==> config.mk <==
export PLATFORM = sky130hd
export DESIGN_NAME = sodor_tohost_monitor
export DESIGN_NICKNAME = d
export VERILOG_FILES = /design/src/rtl/sodor_mon_pkg.sv /design/src/rtl/sodor_mon_hang_detect.sv /design/src/rtl/sodor_tohost_monitor.sv
export SDC_FILE = /design/constraint.sdc
export NUM_CORES = 1
export LEC_CHECK = 0
export ABC_AREA = 1
export CAP_MARGIN = 15
export CORE_UTILIZATION = 46
export DETAILED_ROUTE_END_ITERATION = 6
export GPL_ROUTABILITY_DRIVEN = 0
export HOLD_SLACK_MARGIN = 0.03
export PLACE_DENSITY_LB_ADDON = 0.3
export SLEW_MARGIN = 0
export SYNTH_ARGS = -nofsm -noshare
export SYNTH_HDL_FRONTEND = slang
export SYNTH_SLANG_ARGS = --single-unit
==> constraint.sdc <==
create_clock -name clk -period 4.09 [get_ports clk]
set_clock_uncertainty 0.1 [all_clocks]
set_input_delay 0.409 -clock clk [delete_from_list [all_inputs] [get_ports clk]]
set_output_delay 0.409 -clock clk [all_outputs]
set_load 0.005 [all_outputs]
==> src/rtl/sodor_mon_pkg.sv <==
// Shared encodings and defaults for the Sodor tohost end-of-test monitor.
// BUS_W is taken from the global SIZE_OF_THE_BUS define when one is provided.
`ifndef SIZE_OF_THE_BUS
`define SIZE_OF_THE_BUS 32
`endif

package sodor_mon_pkg;

    typedef enum logic [2:0] {
        ST_WAIT    = 3'd0,
        ST_RUN     = 3'd1,
        ST_PASS    = 3'd2,
        ST_FAIL    = 3'd3,
        ST_TIMEOUT = 3'd4,
        ST_HANG    = 3'd5
    } mon_state_e;

    localparam logic [2:0]  MT_W                = 3'd3;
    localparam logic [31:0] TOHOST_ADDR_DEFAULT = 32'h0000_1000;

    function automatic logic is_terminal(input mon_state_e st);
        logic term;
        case (st)
            ST_PASS, ST_FAIL, ST_TIMEOUT, ST_HANG: term = 1'b1;
            default:                               term = 1'b0;
        endcase
        return term;
    endfunction

endpackage

==> src/rtl/sodor_mon_hang_detect.sv <==
// PC-stall detector: flags the fourth/Nth consecutive cycle on which the fetch
// address equals the previous one. Only instantiated with SODOR_MON_HANG_DETECT_EN.
module sodor_mon_hang_detect #(
    parameter int ADDR_W      = 32,
    parameter int HANG_CYCLES = 64
) (
    input  logic              clk,
    input  logic              rst,
    input  logic              en,
    input  logic [ADDR_W-1:0] addr,
    output logic              hang_hit
);

    localparam int                  STALL_W    = $clog2(HANG_CYCLES) + 1;
    localparam logic [STALL_W-1:0]  STALL_LAST = STALL_W'(HANG_CYCLES - 1);
    localparam logic [STALL_W-1:0]  STALL_ONE  = {{(STALL_W-1){1'b0}}, 1'b1};

    logic [ADDR_W-1:0]  prev_addr_r;
    logic [STALL_W-1:0] stall_cnt_r;
    logic               same_s;

    assign same_s   = (addr == prev_addr_r);
    assign hang_hit = en & same_s & (stall_cnt_r == STALL_LAST);

    // Previous-address register and saturating count of consecutive equal cycles.
    always_ff @(posedge clk or posedge rst) begin
        if (rst) begin
            prev_addr_r <= {ADDR_W{1'b0}};
            stall_cnt_r <= {STALL_W{1'b0}};
        end else begin
            prev_addr_r <= addr;
            if (!en || !same_s) begin
                stall_cnt_r <= {STALL_W{1'b0}};
            end else if (stall_cnt_r != STALL_LAST) begin
                stall_cnt_r <= stall_cnt_r + STALL_ONE;
            end else begin
                stall_cnt_r <= stall_cnt_r;
            end
        end
    end

endmodule

==> src/rtl/sodor_tohost_monitor.sv <==
// Passive end-of-test observer: snoops word stores to tohost and reports
// pass/fail/timeout (and PC hang when SODOR_MON_HANG_DETECT_EN is defined).
`ifndef SIZE_OF_THE_BUS
`define SIZE_OF_THE_BUS 32
`endif

module sodor_tohost_monitor
    import sodor_mon_pkg::*;
#(
    parameter int               BUS_W          = `SIZE_OF_THE_BUS,
    parameter logic [BUS_W-1:0] TOHOST_ADDR    = BUS_W'(TOHOST_ADDR_DEFAULT),
    parameter int               TIMEOUT_CYCLES = 100000,
    parameter int               CNT_W          = 32,
    parameter int               HANG_CYCLES    = 64
) (
    input  logic             clk,
    input  logic             rst,
    input  logic [BUS_W-1:0] imem_req_addr,
    input  logic             dmem_req_valid,
    input  logic             dmem_req_write_en,
    input  logic [BUS_W-1:0] dmem_req_addr,
    input  logic [BUS_W-1:0] dmem_req_data,
    input  logic [2:0]       dmem_req_bits_typ,
    output logic             done,
    output logic             pass,
    output logic             fail,
    output logic [BUS_W-1:0] fail_code,
    output logic             timeout,
    output logic             hang,
    output logic [CNT_W-1:0] cycle_count
);

    localparam logic [BUS_W-1:0] DATA_ONE     = {{(BUS_W-1){1'b0}}, 1'b1};
    localparam logic [CNT_W-1:0] CNT_ONE      = {{(CNT_W-1){1'b0}}, 1'b1};
    localparam logic [CNT_W-1:0] TIMEOUT_LAST = CNT_W'(TIMEOUT_CYCLES - 32'sd1);

    mon_state_e       state_r;
    mon_state_e       next_state_s;
    logic [BUS_W-1:0] fail_code_r;
    logic [BUS_W-1:0] next_fail_code_s;
    logic [CNT_W-1:0] cycle_count_r;
    logic             done_r;
    logic             pass_r;
    logic             fail_r;
    logic             timeout_r;
    logic             hang_r;

    logic             tohost_hit_s;
    logic             term_pass_s;
    logic             term_fail_s;
    logic             timeout_hit_s;
    logic             hang_hit_s;
    logic             in_run_s;

    assign in_run_s      = (state_r == ST_RUN);
    assign tohost_hit_s  = dmem_req_valid & dmem_req_write_en
                         & (dmem_req_addr == TOHOST_ADDR)
                         & (dmem_req_bits_typ == MT_W);
    assign term_pass_s   = tohost_hit_s & (dmem_req_data == DATA_ONE);
    // Even values are syscall/console traffic and never end the test.
    assign term_fail_s   = tohost_hit_s & dmem_req_data[0] & (dmem_req_data != DATA_ONE);
    assign timeout_hit_s = (cycle_count_r == TIMEOUT_LAST);

`ifdef SODOR_MON_HANG_DETECT_EN
    sodor_mon_hang_detect #(
        .ADDR_W      (BUS_W),
        .HANG_CYCLES (HANG_CYCLES)
    ) u_hang_detect (
        .clk      (clk),
        .rst      (rst),
        .en       (in_run_s),
        .addr     (imem_req_addr),
        .hang_hit (hang_hit_s)
    );
`else
    localparam int unused_hang_cycles_p = HANG_CYCLES;
    logic unused_imem_s;
    assign unused_imem_s = ^imem_req_addr;
    assign hang_hit_s    = 1'b0;
`endif

    // Next-state decode; priority is terminating hit, then timeout, then hang.
    always_comb begin
        next_state_s     = state_r;
        next_fail_code_s = fail_code_r;
        case (state_r)
            ST_WAIT: next_state_s = ST_RUN;
            ST_RUN: begin
                if (term_pass_s) begin
                    next_state_s = ST_PASS;
                end else if (term_fail_s) begin
                    next_state_s     = ST_FAIL;
                    next_fail_code_s = dmem_req_data >> 1'b1;
                end else if (timeout_hit_s) begin
                    next_state_s = ST_TIMEOUT;
                end else if (hang_hit_s) begin
                    next_state_s = ST_HANG;
                end else begin
                    next_state_s = ST_RUN;
                end
            end
            ST_PASS, ST_FAIL, ST_TIMEOUT, ST_HANG: next_state_s = state_r;
            default: next_state_s = ST_WAIT;
        endcase
    end

    // State, registered status outputs and the RUN-cycle counter.
    always_ff @(posedge clk or posedge rst) begin
        if (rst) begin
            state_r       <= ST_WAIT;
            fail_code_r   <= {BUS_W{1'b0}};
            cycle_count_r <= {CNT_W{1'b0}};
            done_r        <= 1'b0;
            pass_r        <= 1'b0;
            fail_r        <= 1'b0;
            timeout_r     <= 1'b0;
            hang_r        <= 1'b0;
        end else begin
            state_r     <= next_state_s;
            fail_code_r <= next_fail_code_s;
            done_r      <= is_terminal(next_state_s);
            pass_r      <= (next_state_s == ST_PASS);
            fail_r      <= (next_state_s == ST_FAIL);
            timeout_r   <= (next_state_s == ST_TIMEOUT);
            hang_r      <= (next_state_s == ST_HANG);
            if (in_run_s && !(&cycle_count_r)) begin
                cycle_count_r <= cycle_count_r + CNT_ONE;
            end else begin
                cycle_count_r <= cycle_count_r;
            end
        end
    end

    assign done        = done_r;
    assign pass        = pass_r;
    assign fail        = fail_r;
    assign fail_code   = fail_code_r;
    assign timeout     = timeout_r;
    assign hang        = hang_r;
    assign cycle_count = cycle_count_r;

endmodule

==> reports/metrics.yaml <==
status: "completed"
cts-resized-gates: 0
synth-seq-area-share: 0.440
grt_start_max_net_pins: 63
hold_viol_final: 0
drt_iter0_markers: 236
drive_gt1_frac: 0.0555
core_area_um2: 8340
fin_tns_setup_ns: 0
nFillCells: 703
r2r-end: "cycle_count[22]"
cpMaxStageDelayCell: "clkdlybuf4s50_1"
dr.pass1.iters: 5
grtUsageTotal: 0.252
fmax_mhz: 491
fin_hold_ws_ns: 0.385
maxCapViolCount: 0
max_slew.worst_pin.slew_ns: 0.952
worstSetupStartpointType: "input pin"
reg2reg_depth: 8
power_mw: 1.43
synth_area_leaders: "dfrtp_1, nand2_1, nor2_1"
final_net_count: 802
grt_pass1_wl_mm: 17.7
clkSlewWorstSetupHoldPaths_ns: 0.08
ctsHoldBuffers: 0
avgSynthCellArea_um2: 7.24
drv_slew: 0
htree_levels: 3
cpMostUsedCell: "nand2_1"
synth_area_um2: 4030
io_pins: 172
min_period_ns: 2.04
syn-instance-count: 557
tritoncts: "built"
path_class: "in -> reg"
yosysTopAreaCellShare: 0.440
n_antenna_cell: 0
hold_end: "fail_code[24]"
area_growth_pct: 42.2
mostFrequentLayoutCell: "nand2_1"
ir_drop_mv: 0.151
min_from: "fail_code[24]"
worstSkewPairLatency_ns: 0.34
ys_types: 30
cp.required_ns: 4.19
vias_per_cell: 5.10
layout_common_cells: "nand2_1, clkdlybuf4s50_1, nor2_1"
cp_max_fo: 62
wl_mm: 10.7
yosys.area.top_type: "dfrtp_1"
end_kind: "flop"
root_buffer: "clkbuf_8"
p_leak_nw: 2.58
cts_buffers: 9
min_period_over_period: 0.498
vias: 4124
wire_per_inst_um: 13.2
relSlewSlack: 0.364
grt_pass1_vias: 3944
cp_top_family: "buffers and inverters"
synth-seq-cells: 71
initial_core_util: 0.484
antenna_found_initial: 0
whs_path_depth: 2
grt_setup_unrepaired: "false"
crit_buf_inv: 2
crit_path_cell_trace: "clkdlybuf4s50_1, nand2_1, nor2_1, nand2_1, nor2_1, nand2_1, nand3_2, buf_4, o21ai_0"
die-area_um2: 9150
critPathMaxStageDelay_ns: 0.53
die_h_um: 95.6
hold_path_class: "reg -> reg"
cts_setup_buffers: 0
reg2reg_slack_ns: 2.10
fp.dieW_um: 95.6
cp.arrival_ns: 2.14
drc: 0
cts.sinks: 71
ant_nets: 0
setup_viol: 0
overflow: 0
cts_buffer_depth: 2
rr_startpoint: "cycle_count[16]"
portBuffers: 138
cp-startpoint: "dmem_req_data[0]"
fp-row-count: 33
ys_warn_count: 0
synth_fp_nets: 661
dp_hpwl_mm: 8.38
powerDensity_nw_per_um2: 249
-- routing by layer --
layer | GRT usage | part of all wire | up-vias
li1 | - | - | 2037
met1 | 0.311 | 0.42 | 1887
met2 | 0.432 | 0.48 | 174
met3 | 0.0415 | 0.066 | 26
met4 | 0.112 | 0.028 | 0
met5 | 0 | 0 | -
-- stage by stage --
| step | utilization | std cells | setup slack (ns) | instance area (um^2) |
|---|---|---|---|---|
| 4_1_cts | 0.686 | 807 | 1.66 | 5720 |
| 3_3_place_gp | 0.659 | 791 | 1.72 | 5500 |
| 3_5_place_dp | 0.659 | 791 | 1.67 | 5500 |
| 5_1_grt | 0.688 | 808 | 1.85 | 5730 |
| 2_1_floorplan | - | 557 | 1.78 | 4030 |
| 6_report | 0.688 | 808 | 2.05 | 5730 |
-- layout make-up --
type,instances,area (um^2),area share
inverters,77,289,0.0504
well taps,105,131,0.0229
clock inverters,5,81.3,0.0142
clock buffers,11,141,0.0247
multi-input cells,398,1900,0.332
flip-flops and latches,71,1780,0.310
repair buffers,141,1410,0.246
-- state kept, by name, indices dropped and copies added (netlist names) --
name         cells
hang             1
timeout          1
pass             1
fail_code       31
done             1
state_r          3
fail             1
cycle_count     32
-- worst max path at each step --
stage	cells past startpoint	slack, ns	end
6_report	9	2.05	fail_code[0]
4_1_cts	7	1.66	cycle_count[12]
2_1_floorplan	1	1.78	cycle_count[0]
3_5_place_dp	7	1.67	cycle_count[12]
3_3_place_gp	7	1.72	cycle_count[12]
5_1_grt	9	1.85	fail_code[29]
-- kinds of logic after synthesis --
group | share of synthesized area
flops | 0.440
other cells | 0.000930
fa+ha+maj | 0.00310
buf+inv | 0.0878
compound gates | 0.0654
xor+xnor | 0.0543
simple gates | 0.348
-- Yosys cell counts --
cell type / n
nor3b_1: 1
nand4_1: 20
xor2_1: 25
clkbuf_1: 4
a21oi_2: 1
nor3b_2: 1
nor4_1: 3
nor3_1: 14
nand3_2: 2
nand2_1: 143
and2_1: 1
nor3_4: 2
nand2_4: 1
buf_2: 4
buf_6: 2
a21oi_1: 3
o21ai_1: 8
o21ai_0: 40
nand2_2: 3
ha_1: 1
nor3_2: 3
dfrtp_1: 71
nand3_1: 20
conb_1: 1
inv_1: 75
nor2_2: 5
buf_4: 1
nand3b_1: 2
nor2_1: 98
inv_2: 2
-- report_power, final --
group | leakage [nW] | internal [mW] | switching, mW
logic | 1.50 | 0.0682 | 0.0420
registers | 0.973 | 0.702 | 0.00000325
clock network | 0.110 | 0.360 | 0.257
total | 2.58 | 1.13 | 0.299
-- worst reg2reg max path, stage by stage (launching register included) --
cell	delay, ns
dfrtp_1	0.42
nand2_1	0.21
nor3_2	0.23
nor3b_1	0.26
nand3_1	0.18
nor2_1	0.26
nand3_1	0.11
nand2_1	0.07
nand2_1	0.04
Note: power is estimated with default switching activity, not from simulation.
